`src/rtl/nibble_unloader.sv`:
```
// nibble_unloader: takes a 16-bit word on Start and presents it downstream
// as four 4-bit slots (slot 0 first) under a Valid/Ready handshake, then
// pulses Done for one cycle before returning to IDLE.
// Outputs are decoded from the state and holding registers only, so Ready
// never reaches an output combinationally.
module nibble_unloader (
    input  logic        Clock,
    input  logic        Resetn,
    input  logic        Start,
    input  logic [15:0] Data,
    input  logic        Ready,
    output logic [3:0]  Nibble,
    output logic        Valid,
    output logic [3:0]  Select,
    output logic        Busy,
    output logic        Done
);

    typedef enum logic [2:0] {
        IDLE  = 3'd0,
        SEND0 = 3'd1,
        SEND1 = 3'd2,
        SEND2 = 3'd3,
        SEND3 = 3'd4,
        DONE  = 3'd5
    } state_t;

    state_t      state_r;
    logic [15:0] hold_r;

    // State sequencing and word capture; unused encodings fall back to IDLE.
    always_ff @(posedge Clock or negedge Resetn) begin
        if (!Resetn) begin
            state_r <= IDLE;
            hold_r  <= 16'h0000;
        end else begin
            case (state_r)
                IDLE: begin
                    if (Start) begin
                        hold_r  <= Data;
                        state_r <= SEND0;
                    end else begin
                        state_r <= IDLE;
                    end
                end
                SEND0: begin
                    if (Ready) begin
                        state_r <= SEND1;
                    end else begin
                        state_r <= SEND0;
                    end
                end
                SEND1: begin
                    if (Ready) begin
                        state_r <= SEND2;
                    end else begin
                        state_r <= SEND1;
                    end
                end
                SEND2: begin
                    if (Ready) begin
                        state_r <= SEND3;
                    end else begin
                        state_r <= SEND2;
                    end
                end
                SEND3: begin
                    if (Ready) begin
                        state_r <= DONE;
                    end else begin
                        state_r <= SEND3;
                    end
                end
                DONE: begin
                    state_r <= IDLE;
                end
                default: begin
                    state_r <= IDLE;
                end
            endcase
        end
    end

    // Output decode from state and held word; everything idles at zero.
    always_comb begin
        Nibble = 4'b0000;
        Valid  = 1'b0;
        Select = 4'b0000;
        Busy   = 1'b0;
        Done   = 1'b0;
        case (state_r)
            SEND0: begin
                Nibble = hold_r[3:0];
                Select = 4'b0001;
                Valid  = 1'b1;
                Busy   = 1'b1;
            end
            SEND1: begin
                Nibble = hold_r[7:4];
                Select = 4'b0010;
                Valid  = 1'b1;
                Busy   = 1'b1;
            end
            SEND2: begin
                Nibble = hold_r[11:8];
                Select = 4'b0100;
                Valid  = 1'b1;
                Busy   = 1'b1;
            end
            SEND3: begin
                Nibble = hold_r[15:12];
                Select = 4'b1000;
                Valid  = 1'b1;
                Busy   = 1'b1;
            end
            DONE: begin
                Done = 1'b1;
            end
            default: begin
                Nibble = 4'b0000;
                Valid  = 1'b0;
                Select = 4'b0000;
                Busy   = 1'b0;
                Done   = 1'b0;
            end
        endcase
    end

endmodule

```
`config.mk`:
```
export PLATFORM = sky130hd
export DESIGN_NAME = nibble_unloader
export DESIGN_NICKNAME = d
export VERILOG_FILES = /design/src/rtl/nibble_unloader.sv
export SDC_FILE = /design/constraint.sdc
export NUM_CORES = 1
export LEC_CHECK = 0
export BUFFER_PORTS_ARGS = -buffer_cell sky130_fd_sc_hd__buf_2
export CAP_MARGIN = 25
export CORE_AREA = 2 2 51 53
export CTS_BUF_LIST = sky130_fd_sc_hd__clkbuf_2
export DETAILED_ROUTE_END_ITERATION = 8
export DIE_AREA = 0 0 53 55
export GPL_TIMING_DRIVEN = 0
export HOLD_SLACK_MARGIN = 0.15
export PLACE_DENSITY = 0.71
export SKIP_CTS_REPAIR_TIMING = 1
export SKIP_LAST_GASP = 1
export SYNTH_ARGS = -nofsm -noshare
export SYNTH_HDL_FRONTEND = slang
export SYNTH_SLANG_ARGS = --single-unit
```
`constraint.sdc`:
```
create_clock -name Clock -period 3.7 [get_ports Clock]
set_input_delay 0.74 -clock Clock [delete_from_list [all_inputs] [get_ports Clock]]
set_output_delay 0.74 -clock Clock [all_outputs]
set_load 0.02 [all_outputs]
```
# --- Yosys cells after proc, flatten, opt, wreduce, memory -nomap -nowiden ---
# Index checks and enable logic that the tools add are counted.
word_totals:
  elab_cells: 20
  ff_bits: 19
  out_inout_bits: 11
  inputBits: 20
classes:
  mux: 10
  n_reduce_logical: 3
  n_eq_ne: 5
ops:
  columns: ["op", "count"]
  rows:
  - ["4-bit one-hot mux with 4 select lines", 2]
  - ["3-bit one-hot mux with 5 select lines", 1]
  - ["3-bit by 2-bit == test with 1-bit output (second input constant)", 2]
  - ["3-bit == test (second input constant)", 2]
  - ["1-bit 2-to-1 mux", 5]
  - ["4-bit OR reduction", 1]
  - ["3-bit by 1-bit == test with 1-bit output (second input constant)", 1]
  - ["3-bit zero test", 1]
  - ["3-bit 2-to-1 mux", 1]
  - ["2-bit 2-to-1 mux", 1]
  - ["2-bit AND reduction", 1]

# --- Depth between registers and ports, before layout ---
logic_depth:
  word_depth: 3
  mapped_depth: 5
  depth_no_buf: 2

# --- Least setup slack after synthesis ---
# OpenSTA, ideal clock, no wires.
synth_timing:
  path_kind: "reg2out"
  from: "register state_r[0]"
  to: "output port Valid"
  slack_ps: 1389
  path_stages_with_launch: 6
  n_path_buf: 3
  required_time_ps: 2960
  t_arrival_ps: 1571
  cell_sequence: "dfrtp_1 > clkbuf_1 > buf_2 > nor2_1 > xnor2_1 > buf_4"
synth_via:
  elab_chain_len: 3
  word_cells_on_any_way: 6
  cone_classes: "eq/ne (4); mux (1); reduce/logical (1)"
synth_lines:
  columns: ["element", "line", "source"]
  rows:
  - ["start, declared", "28", "state_t state_r;"]
  - ["start signal, assigned", "34", "state_r <= IDLE;"]
  - ["start signal, assigned", "41", "state_r <= SEND0;"]
  - ["start signal, assigned", "43", "state_r <= IDLE;"]
  - ["3-bit == test, or another cell as far along", null, null]
  - ["4-bit OR reduction (no line) (*)", null, null]
  - ["1-bit 2-to-1 mux (*)", null, null]
  - ["end, declared", "13", "output logic Valid,"]
# Mark *: on every way between the ends. The rest lies on a longest branch, timed or not.

# --- Worst setup path after layout ---
layout_timing:
  from: "register state_r[0]"
  to: "output port Nibble[1]"
layout_via:
  elab_chain_len: 2
  word_cells_on_any_way: 5
  cone_classes: "eq/ne (4); mux (1)"
layout_lines:
  columns: ["element", "line", "source"]
  rows:
  - ["3-bit == test, or another cell as far along", "91", "case (state_r)"]
  - ["4-bit one-hot mux with 4 select lines (*)", "91", null]
  - ["end, declared", "12", "output logic [3:0] Nibble,"]
# Marks and branches as above.

==> results.yml <==
outcome:
  status: "finished clean"
logic_synthesis:
  synth-simple-area-share_pct: 18.67
  synth-seq-cells: 19
  ys_seq_area_share_pct: 46.68
  yosysTopAreaCellShare_pct: 46.68
  synth_nets: 97
  synthTopCellsByArea: "dfrtp_1, mux2_2, or4bb_1, mux2i_1, o211ai_1"
  synthDistinctLibCells: 22
  avgSynthCellArea_um2: 13.23
  syn-instance-count: 77
  synth_xor_area_share_pct: 0.8600
  synth_top_family_by_area: "multiplexers"
  yosysWarnings: 0
  synth_top_area_cell: "dfrtp_1"
  synth_compound_area_share_pct: 6.020
  synthesis.area_mm2: 0.001018
  synthAdderAreaFrac_pct: 0
  synthMuxAreaShare_pct: 22.60
timing:
  tightest_slew_ns: 0.5891
  clock_skew_ns: 0.01186
  setup_viol: 0
  fmax_ghz: 0.3677
  slew_violations: 0
  period_share_pct: 73.50
  slew_headroom_pct: 60.56
  finalCriticalPeriod_ns: 2.719
  rsz0062_at_grt: "no"
  final_hold_viol_count: 0
  layout_setup_ws_ns: 0.9805
  tns_ns: 0
worst_hold_path:
  hp-class: "input port to async pin"
layout:
  nets: 132
  num_antenna_cells: 0
  drive_gt1_share_pct: 53.15
  syn2layout_area_growth_pct: 20.39
  final_cells: 141
  fillers: 243
clocking:
  clkLatencyLatePin_ns: 0.31
  cts.sinks: 19
  htreeDepth: 1
  cts_buffers: 3
  clk_pin_slew_ns: 0.18
  cts_tree: "yes"
  cts_root_buf: "clkbuf_2"
  cts.path.max_buffers: 2
worst_setup_path:
  cp.arrival_ns: 1.98
  path_max_fanout: 10
  critPathCaptureType: "output port"
  setup.worst_path.start_class: "flop"
  required_ns: 2.96
  worst_path_max_delay_cell: "dfrtp_1"
  path_cells: "clkbuf_1 -> buf_2 -> mux2i_1 -> o211ai_1 -> buf_2"
  path_common_cell: "buf_2"
  criticalPathCategory: "flop to output port"
  critPathMaxStageDelay_ns: 0.48
floorplan:
  die_area_mm2: 0.002915
  pin_count: 31
  placementRows: 18
  core-area_mm2: 0.002365
  die_h_um: 55
  die_width_um: 53
  floorplan.initialDensity_pct: 43.07
place:
  pre_cts_slack_ns: 1.350
  io_buffers: 30
  place_inst: 137
  place_congestion: 0.7688
power_and_ir_drop:
  ir_drop_uv: 547.3
  power_mw: 1.078
  p_leak_nw: 0.5816
  power_density_mw_per_mm2: 878.9
detailed_routing:
  final_antenna_net_count: 0
  drt_iter0_drc: 2
  num_vias: 716
  viasPerCell: 5.078
  drc: 0
  wl_um: 1901
  drt-pass1-iter-count: 3
  wl_per_cell_um: 13.48
grt:
  grt_pass1_vias: 746
  grt_usage_pct: 16.03
  grt_overflow: 0
  antenna_found_initial: 0
  grt_max_degree: 20
  grt_pass1_wl_um: 3263
job:
  drv_cap: 0
[metrics by stage]
| stage | instance area [µm²] | util [%] | hold WS [ns] |
|---|---|---|---|
| 3_5_place_dp | 1206 | 51.01 | 0.4909 |
| 6_report | 1226 | 51.85 | 0.3242 |
| 3_3_place_gp | 1206 | 51.01 | 0.4840 |
| 2_1_floorplan | 1018 | - | 0.4444 |
| 5_1_grt | 1226 | 51.85 | 0.3267 |
| 4_1_cts | 1226 | 51.85 | 0.3355 |
[power breakdown]
part | total, mW | switching, mW | leakage [nW] | internal (mW)
Sequential | 0.368 | 0.0566 | 0.227 | 0.312
Clock | 0.0867 | 0.0623 | 0.0164 | 0.0245
Combinational | 0.623 | 0.319 | 0.338 | 0.304
[flip-flops by register name, indices dropped and copies added, names as in the netlist]
signal / flops
hold_r: 16
state_r: 3
[cells in the mapped netlist]
cell / count
nor4b_4: 1
nand2b_1: 2
or4bb_1: 9
buf_2: 2
clkbuf_2: 1
a21bo_2: 1
xnor2_1: 1
a21o_1: 1
o311ai_0: 1
buf_6: 2
a21oi_1: 1
mux2i_1: 5
dfrtp_1: 19
nor3b_1: 1
mux2_2: 16
or3b_2: 1
o211ai_1: 4
nor2_1: 3
nand3b_1: 1
and3b_1: 2
clkbuf_1: 2
buf_4: 1
[path summary, 6_finish.rpt]
kind	start	end	slack, ns	cells past startpoint
worst max-delay path	state_r[0]	Nibble[1]	0.98	5
worst min-delay path	Resetn	hold_r[3]	0.32	1
worst max register to register	state_r[2]	hold_r[0]	1.90	4
worst min register to register	hold_r[15]	hold_r[15]	0.52	1
max in group asynchronous	Resetn	state_r[0]	3.08	1
min in group Clock	hold_r[15]	hold_r[15]	0.52	1
[cells by family (layout without fill, tap and decap cells)]
kind of cell / Yosys count / after routing
AOI/OAI and AO/OA: 8 / 8
muxes: 21 / 21
and+or+nand+nor: 20 / 20
buffers and inverters: 8 / 42
DFF: 19 / 19
xor gates and xnor gates: 1 / 1
[layout make-up]
type | instances | area (µm²) | share of cell area, %
Clock inverter | 1 | 5.005 | 0.4082
Multi-Input combinational cell | 50 | 490.5 | 40.00
Sequential cell | 19 | 475.5 | 38.78
Timing Repair Buffer | 30 | 150.1 | 12.24
Buffer | 8 | 52.55 | 4.286
Clock buffer | 3 | 15.01 | 1.224
Tap cell | 30 | 37.54 | 3.061
[cells in the final DEF, fill, tap and decap left out, types with 2 or more instances in the layout]
| cell | n |
|---|---|
| clkbuf_2 | 4 |
| o211ai_1 | 4 |
| buf_6 | 2 |
| nand2b_1 | 2 |
| clkbuf_1 | 2 |
| mux2i_1 | 5 |
| mux2_2 | 16 |
| nor2_1 | 3 |
| or4bb_1 | 9 |
| buf_2 | 32 |
| and3b_1 | 2 |
| dfrtp_1 | 19 |
[routing by layer]
layer | routed length, µm | GRT usage [%]
met5 | 0 | 0
met4 | 35 | 8.547
met3 | 120 | 3.495
met2 | 857 | 26.88
met1 | 888 | 19.42
[critical path, delay by kind of cell (launching register included)]
family / cells / cell delay [ns]
muxes: 1 / 0.30
AOI/OAI and AO/OA: 1 / 0.11
DFF: 1 / 0.48
buffers and inverters: 3 / 0.80
Power figures use the tool's default switching activity.
